<file path="src/rtl/mips_pkg.sv">
// Shared encodings for the multi-cycle MIPS sequencer: opcodes, functs, ALU ops,
// FSM states, trap causes and the decoded-instruction bundle.
package mips_pkg;

  localparam logic [5:0] OP_RTYPE = 6'b000000;
  localparam logic [5:0] OP_ADDI  = 6'b001000;
  localparam logic [5:0] OP_BEQ   = 6'b000100;
  localparam logic [5:0] OP_BNE   = 6'b000101;
  localparam logic [5:0] OP_BLT   = 6'b001010;
  localparam logic [5:0] OP_BGT   = 6'b001011;

  localparam logic [5:0] FN_ADD = 6'b100000;
  localparam logic [5:0] FN_SUB = 6'b100010;
  localparam logic [5:0] FN_AND = 6'b100100;
  localparam logic [5:0] FN_SLT = 6'b101010;
  localparam logic [5:0] FN_JR  = 6'b001000;

  localparam logic [1:0] ALU_ADD = 2'b00;
  localparam logic [1:0] ALU_SUB = 2'b01;
  localparam logic [1:0] ALU_AND = 2'b10;
  localparam logic [1:0] ALU_SLT = 2'b11;

  localparam logic [1:0] TRAP_NONE    = 2'b00;
  localparam logic [1:0] TRAP_FETCH   = 2'b01;
  localparam logic [1:0] TRAP_ILLEGAL = 2'b10;
  localparam logic [1:0] TRAP_JR      = 2'b11;

  typedef enum logic [2:0] {
    S_FETCH,
    S_DECODE,
    S_EXECUTE,
    S_WRITEBACK,
    S_TRAP
  } state_t;

  typedef enum logic [1:0] {
    BR_EQ,
    BR_NE,
    BR_LT,
    BR_GT
  } br_kind_t;

  typedef struct packed {
    logic       legal;
    logic       is_rtype;
    logic       is_branch;
    logic       is_jr;
    logic       alu_src;
    logic [1:0] alu_op;
    br_kind_t   br_kind;
  } dec_t;

  // Branch displacement: word offset sign-extended and scaled to bytes.
  function automatic logic [31:0] branch_offset(input logic [15:0] imm);
    return {{14{imm[15]}}, imm, 2'b00};
  endfunction

endpackage

</file>
<file path="src/rtl/mips_decode.sv">
// Combinational instruction classifier: opcode/funct -> legality, class,
// ALU controls and branch kind. No state, zero latency.
module mips_decode
  import mips_pkg::*;
(
  input  logic [5:0] i_opcode,
  input  logic [5:0] i_funct,
  output dec_t       o_dec
);

  always_comb begin
    o_dec = '0;
    case (i_opcode)
      OP_RTYPE: begin
        o_dec.is_rtype = 1'b1;
        case (i_funct)
          FN_ADD: begin o_dec.legal = 1'b1; o_dec.alu_op = ALU_ADD; end
          FN_SUB: begin o_dec.legal = 1'b1; o_dec.alu_op = ALU_SUB; end
          FN_AND: begin o_dec.legal = 1'b1; o_dec.alu_op = ALU_AND; end
          FN_SLT: begin o_dec.legal = 1'b1; o_dec.alu_op = ALU_SLT; end
          FN_JR:  begin o_dec.legal = 1'b1; o_dec.is_jr  = 1'b1;    end
          default: ;
        endcase
      end
      OP_ADDI: begin
        o_dec.legal   = 1'b1;
        o_dec.alu_src = 1'b1;
        o_dec.alu_op  = ALU_ADD;
      end
      OP_BEQ: begin
        o_dec.legal     = 1'b1;
        o_dec.is_branch = 1'b1;
        o_dec.alu_op    = ALU_SUB;
        o_dec.br_kind   = BR_EQ;
      end
      OP_BNE: begin
        o_dec.legal     = 1'b1;
        o_dec.is_branch = 1'b1;
        o_dec.alu_op    = ALU_SUB;
        o_dec.br_kind   = BR_NE;
      end
      // Signed compares use the SLT path so alu_lt is meaningful.
      OP_BLT: begin
        o_dec.legal     = 1'b1;
        o_dec.is_branch = 1'b1;
        o_dec.alu_op    = ALU_SLT;
        o_dec.br_kind   = BR_LT;
      end
      OP_BGT: begin
        o_dec.legal     = 1'b1;
        o_dec.is_branch = 1'b1;
        o_dec.alu_op    = ALU_SLT;
        o_dec.br_kind   = BR_GT;
      end
      default: ;
    endcase
  end

endmodule

</file>
<file path="src/rtl/mips_mc_sequencer.sv">
// Multi-cycle sequencer: owns PC and IR, fetches over req/ack, drives Moore
// datapath controls per state and traps on timeout, illegal op or bad JR target.
module mips_mc_sequencer
  import mips_pkg::*;
#(
  parameter logic [31:0] RESET_PC      = 32'h0000_0000,
  parameter int          FETCH_TIMEOUT = 16
) (
  input  logic        clk,
  input  logic        reset,
  output logic        imem_req,
  output logic [31:0] imem_addr,
  input  logic        imem_ack,
  input  logic [31:0] imem_rdata,
  output logic [31:0] instr,
  output logic        alu_src,
  output logic [1:0]  alu_op,
  output logic        reg_write,
  output logic [4:0]  wr_addr,
  input  logic        alu_zero,
  input  logic        alu_lt,
  input  logic [31:0] rs_data,
  output logic [31:0] pc,
  output logic        retired,
  output logic        halted,
  output logic [1:0]  trap_cause
);

  localparam logic [7:0] TMO_LAST = 8'(FETCH_TIMEOUT - 1);

  state_t      r_state, w_state_nxt;
  logic [31:0] r_pc, w_pc_nxt;
  logic [31:0] r_ir, w_ir_nxt;
  logic [7:0]  r_cnt, w_cnt_nxt;
  logic [1:0]  r_cause, w_cause_nxt;

  dec_t        w_dec;
  logic        w_taken;
  logic [31:0] w_pc_seq;

  mips_decode u_decode (
    .i_opcode (r_ir[31:26]),
    .i_funct  (r_ir[5:0]),
    .o_dec    (w_dec)
  );

  assign w_pc_seq = r_pc + 32'd4;

  always_comb begin
    w_taken = 1'b0;
    case (w_dec.br_kind)
      BR_EQ: w_taken = alu_zero;
      BR_NE: w_taken = !alu_zero;
      BR_LT: w_taken = alu_lt;
      BR_GT: w_taken = !alu_lt && !alu_zero;
      default: w_taken = 1'b0;
    endcase
  end

  always_ff @(posedge clk or posedge reset) begin
    if (reset) begin
      r_state <= S_FETCH;
      r_pc    <= RESET_PC;
      r_ir    <= '0;
      r_cnt   <= '0;
      r_cause <= TRAP_NONE;
    end else begin
      r_state <= w_state_nxt;
      r_pc    <= w_pc_nxt;
      r_ir    <= w_ir_nxt;
      r_cnt   <= w_cnt_nxt;
      r_cause <= w_cause_nxt;
    end
  end

  always_comb begin
    w_state_nxt = r_state;
    w_pc_nxt    = r_pc;
    w_ir_nxt    = r_ir;
    w_cnt_nxt   = r_cnt;
    w_cause_nxt = r_cause;
    imem_req    = 1'b0;
    alu_src     = 1'b0;
    alu_op      = ALU_ADD;
    reg_write   = 1'b0;
    wr_addr     = 5'd0;
    retired     = 1'b0;
    halted      = 1'b0;

    case (r_state)
      S_FETCH: begin
        imem_req = 1'b1;
        if (imem_ack) begin
          w_ir_nxt    = imem_rdata;
          w_cnt_nxt   = '0;
          w_state_nxt = S_DECODE;
        end else if (r_cnt == TMO_LAST) begin
          w_cause_nxt = TRAP_FETCH;
          w_state_nxt = S_TRAP;
        end else begin
          w_cnt_nxt = r_cnt + 8'd1;
        end
      end
      S_DECODE: begin
        if (w_dec.legal) begin
          w_state_nxt = S_EXECUTE;
        end else begin
          w_cause_nxt = TRAP_ILLEGAL;
          w_state_nxt = S_TRAP;
        end
      end
      S_EXECUTE: begin
        alu_src = w_dec.alu_src;
        alu_op  = w_dec.alu_op;
        if (w_dec.is_jr) begin
          // Misaligned targets trap before the PC is touched.
          if (rs_data[1:0] != 2'b00) begin
            w_cause_nxt = TRAP_JR;
            w_state_nxt = S_TRAP;
          end else begin
            w_pc_nxt    = rs_data;
            retired     = 1'b1;
            w_state_nxt = S_FETCH;
          end
        end else if (w_dec.is_branch) begin
          w_pc_nxt    = w_taken ? (w_pc_seq + branch_offset(r_ir[15:0])) : w_pc_seq;
          retired     = 1'b1;
          w_state_nxt = S_FETCH;
        end else begin
          w_state_nxt = S_WRITEBACK;
        end
      end
      S_WRITEBACK: begin
        alu_src     = w_dec.alu_src;
        alu_op      = w_dec.alu_op;
        reg_write   = 1'b1;
        wr_addr     = w_dec.is_rtype ? r_ir[15:11] : r_ir[20:16];
        w_pc_nxt    = w_pc_seq;
        retired     = 1'b1;
        w_state_nxt = S_FETCH;
      end
      S_TRAP: begin
        halted = 1'b1;
      end
      default: begin
        w_state_nxt = S_TRAP;
      end
    endcase
  end

  assign imem_addr  = imem_req ? r_pc : 32'd0;
  assign instr      = r_ir;
  assign pc         = r_pc;
  assign trap_cause = r_cause;

endmodule

</file>
<file path="config.mk">
export PLATFORM = sky130hd
export DESIGN_NAME = mips_mc_sequencer
export DESIGN_NICKNAME = d
export VERILOG_FILES = /design/src/rtl/mips_pkg.sv /design/src/rtl/mips_decode.sv /design/src/rtl/mips_mc_sequencer.sv
export SDC_FILE = /design/constraint.sdc
export NUM_CORES = 1
export LEC_CHECK = 0
export BUFFER_PORTS_ARGS = -buffer_cell sky130_fd_sc_hd__buf_2
export CAP_MARGIN = 20
export CELL_PAD_IN_SITES_DETAIL_PLACEMENT = 2
export CELL_PAD_IN_SITES_GLOBAL_PLACEMENT = 2
export CORE_MARGIN = 2
export CORE_UTILIZATION = 31
export CTS_CLUSTER_SIZE = 25
export DETAILED_ROUTE_END_ITERATION = 8
export HOLD_SLACK_MARGIN = 0.12
export PLACE_DENSITY = 0.9
export SETUP_SLACK_MARGIN = 0.05
export SYNTH_ARGS = -nofsm -noshare
export SYNTH_HDL_FRONTEND = slang
export SYNTH_SLANG_ARGS = --single-unit
</file>
<file path="constraint.sdc">
create_clock -name clk -period 3.9 [get_ports clk]
set_clock_uncertainty 0.1 [all_clocks]
set_input_delay 0.585 -clock clk [delete_from_list [all_inputs] [get_ports clk]]
set_output_delay 0.585 -clock clk [all_outputs]
set_load 0.005 [all_outputs]
</file>
==> results of run 1 <==
==> metrics by stage <==
step                instances  util, %  total power, mW  worst slack [ns]
floorplan                 797        -             1.58             0.276
global placement         1266     38.4             1.93             0.144
detailed placement       1266     38.4             1.99            -0.198
CTS                      1282     40.0             2.94           -0.0160
global route             1296     41.9             3.20            -0.351
finish                   1296     41.9             3.07            -0.236
==> power groups by stage <==
stage / Combinational (mW) / Sequential, mW / Clock, mW
floorplan: 0.597 / 0.984 / 0
global placement: 0.932 / 0.998 / 0
detailed placement: 0.987 / 1.01 / 0
CTS: 1.01 / 0.993 / 0.933
global route: 1.22 / 1.02 / 0.965
finish: 1.14 / 1.00 / 0.931
==> registers in the layout, summed over array words and instances, names as in the netlist <==
signal / cells
r_state: 3
trap_cause: 2
instr: 32
pc: 32
r_cnt: 8
==> worst paths after layout <==
kind	end	slack [ns]	depth (start not counted)
worst max-delay path	pc[28]	-0.24	18
worst min register to register	r_cnt[3]	0.41	1
max in group asynchronous	pc[6]	2.51	4
worst min-delay path	instr[28]	0.34	3
worst max register to register	pc[28]	-0.24	18
min in group asynchronous	pc[9]	0.56	3
==> worst register-to-register path: cells and delay by family, from the launching register on <==
| family | cells | cell delay [ns] |
|---|---|---|
| fa+ha+maj | 2 | 0.45 |
| simple gates | 8 | 1.34 |
| buf+inv | 2 | 0.34 |
| flops | 1 | 0.44 |
| xor+xnor | 2 | 0.36 |
| compound gates | 4 | 0.97 |
==> what timing repair did <==
| item | 4_1_cts | 5_1_grt |
|---|---|---|
| endpoints found under the setup margin | 10 | 17 |
| pin swaps | 2 | 13 |
| gates resized for setup | 9 | 60 |
| hold buffers | 0 | 1 |
| endpoints found under the hold margin | 0 | 4 |
| buffers inserted | 0 | 11 |
==> layout make-up <==
class / instances / area (um^2)
sequential: 77 / 1930
timing repair buffer: 242 / 1400
fill: 2382 / 12100
tap: 275 / 344
antenna: 1 / 2.50
clock inverter: 7 / 80.1
multi-input combinational: 655 / 4640
clock buffer: 9 / 225
inverter: 30 / 114
==> placed cells by master, fill, tap and decap left out, drive strengths merged, types with 10 or more instances in the layout <==
master    n
buf     241
nand2    86
dfrtp    77
nor2     67
o21ai    62
a21oi    59
ha       38
and2     37
inv      32
mux2     30
xnor2    30
nand3    29
xor2     20
a21o     17
nand2b   15
o221ai   14
o22ai    13
nor3     11
and3     10
==> cell families (layout without fill, tap and decap cells) <==
logic type	Yosys count	after routing	synth area share (%)
AOI/OAI and AO/OA	231	231	22.3
and+or+nand+nor	296	296	23.4
buffers and inverters	65	288	4.32
other	0	1	0
muxes	39	39	6.51
xor gates and xnor gates	50	50	6.66
DFF	77	77	29.3
adders and majority gates	39	39	7.54
==> per-layer routing <==
| layer | global-route usage, % | share of wire [%] | wire length (um) | up-vias |
|---|---|---|---|---|
| met5 | 0 | 0.077 | 26 | - |
| li1 | - | - | - | 3311 |
| met4 | 12.0 | 5.2 | 1740 | 2 |
| met2 | 47.9 | 49 | 16500 | 344 |
| met3 | 5.21 | 6.0 | 2030 | 116 |
| met1 | 32.1 | 40 | 13400 | 3890 |
==> results.md, run 1 <==
* Status: finished, violations left
* Failing checks: negative setup slack
* Nets at 1123
* Main synth FF type: dfrtp_1
* Unrepaired setup endpoints after global routing: true
* Synth top area cells: dfrtp_1 29%, ha_1 7.2%, mux2_2 5.1%
* Slew margin rel. at 42.5%
* Internal at 1.85 mW
* Die width at 150 um
* Final Setup Violations at 10
* Initial core utilization at 31.5%
* Cell Area, Synth at 0.00657 mm^2
* Fin Hold WS at 0.342 ns
* Net Sw Power at 1.22 mW
* Worst-path clk slew at 0.07 ns
* Vias in the first global route at 8273
* Most frequent CP cell: nand2_1
* Row cnt at 53
* Num CTS Buffers at 9
* Part of the power in registers at 32.6%
* Slew of the pin with the lowest slew margin at 0.862 ns
* Gpl congestion at 0.931
* Die Ht at 150 um
* Maxcap violations at 0
* DR vias/cell at 5.91
* Comb pwr share at 37.0%
* Initial antenna violation count at 2
* First-pass iteration count of the detailed router at 5
* Crit end category: flip-flop
* Final setup TNS at -0.829 ns
* WL per Instance at 26.0 um
* Overflow after GRT at 0
* GRT Util Overall at 27.2%
* Worst EP required at 4.04 ns
* CP Cell Sequence: ha_1 > nand2_1 > or2_2 > nor3_4 > buf_4 > nand2_1 > xor2_1 > inv_1 > ha_4 > and2_2 > nand2_1 > nand2_1 > a21o_1 > nor2_4 > o21ai_2 > a221oi_2 > xor2_1 > o32ai_2
* Fraction of registers with async set/reset at 100%
* Synth unique cells at 72
* CP startpoint kind: flip-flop
* Hold WC Path Type: input pin to flip-flop
* Synth top area share at 29.3%
* EDFF count, synth at 0
* TritonCTS sink count at 77
* DP HPWL at 22500 um
* Synth-to-Final Area Change at 33.0%
* Pleak at 4.33 nW
* Top cells by count, synth: 85 x nand2_1, 77 x dfrtp_1, 66 x nor2_1, 59 x a21oi_1, 56 x o21ai_0
* Clock Path Buffers at 2
* Root buffer cell: clkbuf_16
* Count of final hold-check violations at 0
* Tcrit/Tclk final at 106%
* IO buf count at 178
* Post-synthesis sequential area ratio at 29.3%
* Count leader, synth: nand2_1
* DIE AREA at 0.0224 mm^2
* PnR worst setup slack at -0.236 ns
* R2R Path Start: pc[2]
* H-tree depth at 3
* CP max stage delay at 0.44 ns
* Share of cells above drive strength 1 at 35.2%
* Yosys warnings at 0
* Syn_area_per_cell at 8.25 um^2
* DR iter-0 viols at 400
* Detailed Route WL at 33700 um
* Final min period at 4.14 ns
* Leading area contributor after synthesis: dfrtp_1
* Worst Setup SP: pc[2]
* Post-Syn Nets at 905
* Via count at 7663
* CTS tree: yes
* Crit-path slowest cell: dfrtp_1
* Buffer and inverter count on the worst path at 2
* Power Density at 351 mW/mm^2
* Maximum VDD drop at 272 uV
* I/O Pins at 179
* Clk network pwr share at 30.3%
* Min-delay src: imem_rdata[28]
* Max Clk Rate at 242 MHz
* Worst-path maximum fanout at 4
* WS Path Type: flip-flop to flip-flop
* Post-route antenna net violation count at 0
* Core Area at 0.0209 mm^2
* Placed inst area at 0.00803 mm^2
* CP delay by family, top: simple AND/OR/NAND/NOR gates
* Pin count of the biggest net entering global routing at 52
* Clock latency on the worst-skew pair at 0.36 ns
* Switching fraction of total power at 39.7%
* Synth Register Bits at 77
* Finished Cell Area at 0.00874 mm^2
* Critical Path AT at 4.28 ns
* Mapped Cells at 797
* First-pass GRT wire length at 46900 um
* DRC violations left at 0
* Final Max Tran Viols at 0
(Power assumes the default switching activity.)
==> run 2: changes to the inputs <==
--- a/config.mk
+++ b/config.mk
@@ -10,11 +10,11 @@
 export CELL_PAD_IN_SITES_DETAIL_PLACEMENT = 2
 export CELL_PAD_IN_SITES_GLOBAL_PLACEMENT = 2
 export CORE_MARGIN = 2
-export CORE_UTILIZATION = 31
+export CORE_UTILIZATION = 28
 export CTS_CLUSTER_SIZE = 25
 export DETAILED_ROUTE_END_ITERATION = 8
 export HOLD_SLACK_MARGIN = 0.12
-export PLACE_DENSITY = 0.9
+export PLACE_DENSITY = 0.86
 export SETUP_SLACK_MARGIN = 0.05
 export SYNTH_ARGS = -nofsm -noshare
 export SYNTH_HDL_FRONTEND = slang
==> constraint.sdc (replaced) <==
create_clock -name clk -period 3.75 [get_ports clk]
set_clock_uncertainty 0.1 [all_clocks]
set_input_delay 0.5625 -clock clk [delete_from_list [all_inputs] [get_ports clk]]
set_output_delay 0.5625 -clock clk [all_outputs]
set_load 0.005 [all_outputs]
==> run 2 against run 1 <==
  * The run still ends with negative setup slack left
  * Sequential cell count stayed put
  * First-iteration DRC count increased by 61%
  * Cell area rose by 5.2%
  * Via count grew 3.2%
  * Die area rose by 10%
  * Critical path depth fell by 2
  * Power rose by 8.8%
  * Register-to-register slack better by 0.097 ns
  * Non-clock buffer count grew 17
  * Clock power rose by 8%
  * Cell count is 4.7% higher
  * Sequential power is 4% higher
==> results.md, run 2 (same netlist as run 1, synthesis figures left out) <==
* R2R Path Start: pc[3]
* Switching fraction of total power at 39.0% (-0.68 points)
* CP startpoint kind: flip-flop
* IO buf count at 178 (unchanged)
* Final min period at 3.89 ns (-0.247 ns)
* Share of cells above drive strength 1 at 39.2% (+4.1 points)
* Root buffer cell: clkbuf_16
* Worst Setup SP: pc[3]
* Finished Cell Area at 0.00920 mm^2 (+5.2%)
* WL per Instance at 26.4 um (+1.4%)
* Cells on worst reg2reg path at 16 (-2)
* Unrepaired setup endpoints after global routing: true
* Pin count of the biggest net entering global routing at 78 (+50%)
* PnR worst setup slack at -0.139 ns (+0.0972 ns)
* Power Density at 363 mW/mm^2 (+3.5%)
* Tcrit/Tclk final at 104% (-2.4 points)
* Placed inst area at 0.00817 mm^2 (+1.7%)
* Final Setup Violations at 11 (+1)
* DIE AREA at 0.0247 mm^2 (+10%)
* Core Area at 0.0233 mm^2 (+11%)
* Via count at 7906 (+3.2%)
* Overflow after GRT at 0 (unchanged)
* Hold WC Path Type: input pin to async pin
* Max Clk Rate at 257 MHz (+6.4%)
* Maxcap violations at 0 (unchanged)
* Gpl congestion at 0.920 (-1.2%)
* Count of final hold-check violations at 0 (unchanged)
* Status: finished, violations left
* H-tree depth at 3 (unchanged)
* Post-route antenna net violation count at 0 (unchanged)
* Final Max Tran Viols at 0 (unchanged)
* Row cnt at 56 (+5.7%)
* Net Sw Power at 1.30 mW (+7.0%)
* Slew margin rel. at 39.2% (-3.3 points)
* Detailed Route WL at 35800 um (+6.2%)
* Critical Path End: pc[16]
* Initial antenna violation count at 3 (+1)
* Part of the power in registers at 31.1% (-1.5 points)
* DR vias/cell at 5.83 (-1.5%)
* Maximum VDD drop at 214 uV (-21%)
* TritonCTS sink count at 77 (unchanged)
* Clk network pwr share at 30.3% (about the same)
* Initial core utilization at 28.3% (-3.2 points)
* Cts-stage hold buffer count at 0 (unchanged)
* GRT Util Overall at 25.8% (-1.4 points)
* Worst-path clk slew at 0.07 ns (about the same)
* Slew of the pin with the lowest slew margin at 0.912 ns (+0.0497 ns)
* Num CTS Buffers at 9 (unchanged)
* Comb pwr share at 38.6% (+1.6 points)
* First-pass GRT wire length at 48600 um (+3.6%)
* Reg2reg end: pc[16]
* R2R Setup Slk at -0.14 ns (+0.10 ns)
* Worst EP required at 3.94 ns (-0.10 ns)
* Commonest cells after routing, fill and taps aside: 178 x buf_2, 80 x nand2_1, 75 x buf_4, 73 x dfrtp_1, 60 x nor2_1
* DR iter-0 viols at 642 (+61%)
* Vias in the first global route at 8332 (+0.71%)
* I/O Pins at 179 (unchanged)
* Die Ht at 157 um (+5.1%)
* DP HPWL at 22300 um (-0.94%)
* Nets at 1140 (+1.5%)
* Failing checks: negative setup slack
* First-pass iteration count of the detailed router at 5 (unchanged)
* FILL cells at 2692 (+13%)
* Pleak at 4.47 nW (+3.4%)
* Clock Path Buffers at 2 (unchanged)
* Crit end category: flip-flop
* Critical Path AT at 4.08 ns (-0.20 ns)
* Synth-to-Final Area Change at 39.9%
* WS Path Type: flip-flop to flip-flop
* Commonest non-fill, non-tap cell in the layout: buf_2
* CTS tree: yes
* DRC violations left at 0 (unchanged)
* Internal at 2.04 mW (+10%)
* Die width at 157 um (+5.1%)
* Final setup TNS at -0.697 ns (+0.133 ns)
* Worst-path maximum fanout at 6 (+2)
* Clock latency on the worst-skew pair at 0.37 ns (about the same)
==> run 2: cell types whose count changed in the layout (fill, tap and decap cells not counted), sizes merged <==
cell	change
bufinv	+1
inv	-3
buf	+18
clkbuf	+2
dlygate4sd3	-1
==> run 2: what timing repair did <==
item                       in CTS  in global routing
pin swaps                       9                 35
gates resized for setup        31                 82
setup endpoints to repair      14                 19
cloned                          0                  0
setup buffers                  11                  8
==> run 2: cell type report <==
class / count / area [um^2] / share of cell area (%)
Antenna cell: 1 / 2.50 / 0.0272
Sequential cell: 77 / 1930 / 21.0
Clock buffer: 11 / 233 / 2.53
Tap cell: 319 / 399 / 4.34
Clock inverter: 5 / 85.1 / 0.925
Inverter: 30 / 114 / 1.24
Timing Repair Buffer: 259 / 1550 / 16.8
Multi-Input combinational cell: 655 / 4880 / 53.1
==> run 2: power by group through the flow <==
stage / clock, mW / combinational, mW / sequential [mW]
after floorplan: 0 / 0.621 / 1.02
after global placement: 0 / 1.00 / 1.03
after detailed placement: 0 / 1.05 / 1.04
after CTS: 1.03 / 1.10 / 1.03
after global routing: 1.05 / 1.37 / 1.05
final: 1.01 / 1.29 / 1.04
==> run 2: how the worst min path moves through the flow <==
stage,slack [ns],cells after the start,start,to
after global routing,0.23,3,reset,instr[23]
after CTS,0.32,2,imem_rdata[15],instr[15]
after detailed placement,0.40,1,instr[22],instr[22]
final,0.19,3,reset,instr[23]
after global placement,0.38,1,r_cnt[3],r_cnt[3]
after floorplan,0.36,1,r_cnt[3],r_cnt[3]
==> run 2: worst max-delay path, stage by stage (launching register included) <==
cell      delay [ns]
dfrtp_2         0.42
ha_2            0.20
nand2_1         0.05
or2_4           0.27
nor3_4          0.23
buf_12          0.18
xor2_2          0.25
ha_4            0.21
and3_1          0.25
and3_1          0.25
nand3_2         0.20
a21boi_1        0.38
o21a_1          0.20
nor2_1          0.07
xnor2_1         0.21
o221ai_1        0.14
a31oi_1         0.18
==> run 2: layer usage <==
| metal | GRT usage (%) | wire length, um | up-vias |
|---|---|---|---|
| met3 | 5.59 | 2290 | 120 |
| li1 | - | - | 3342 |
| met1 | 31.1 | 14000 | 4039 |
| met5 | 0 | 0 | - |
| met2 | 43.9 | 17700 | 405 |
| met4 | 11.3 | 1740 | 0 |
==> run 2: per-stage QoR <==
stage	worst slack, ns	cells	hold slack [ns]	power, mW	utilization [%]
floorplan	0.126	797	0.356	1.64	-
global placement	0.146	1319	0.382	2.03	35.1
detailed placement	-0.206	1319	0.404	2.09	35.1
CTS	0.0599	1346	0.324	3.15	37.4
global route	-0.257	1357	0.225	3.47	39.5
finish	-0.139	1357	0.187	3.34	39.5
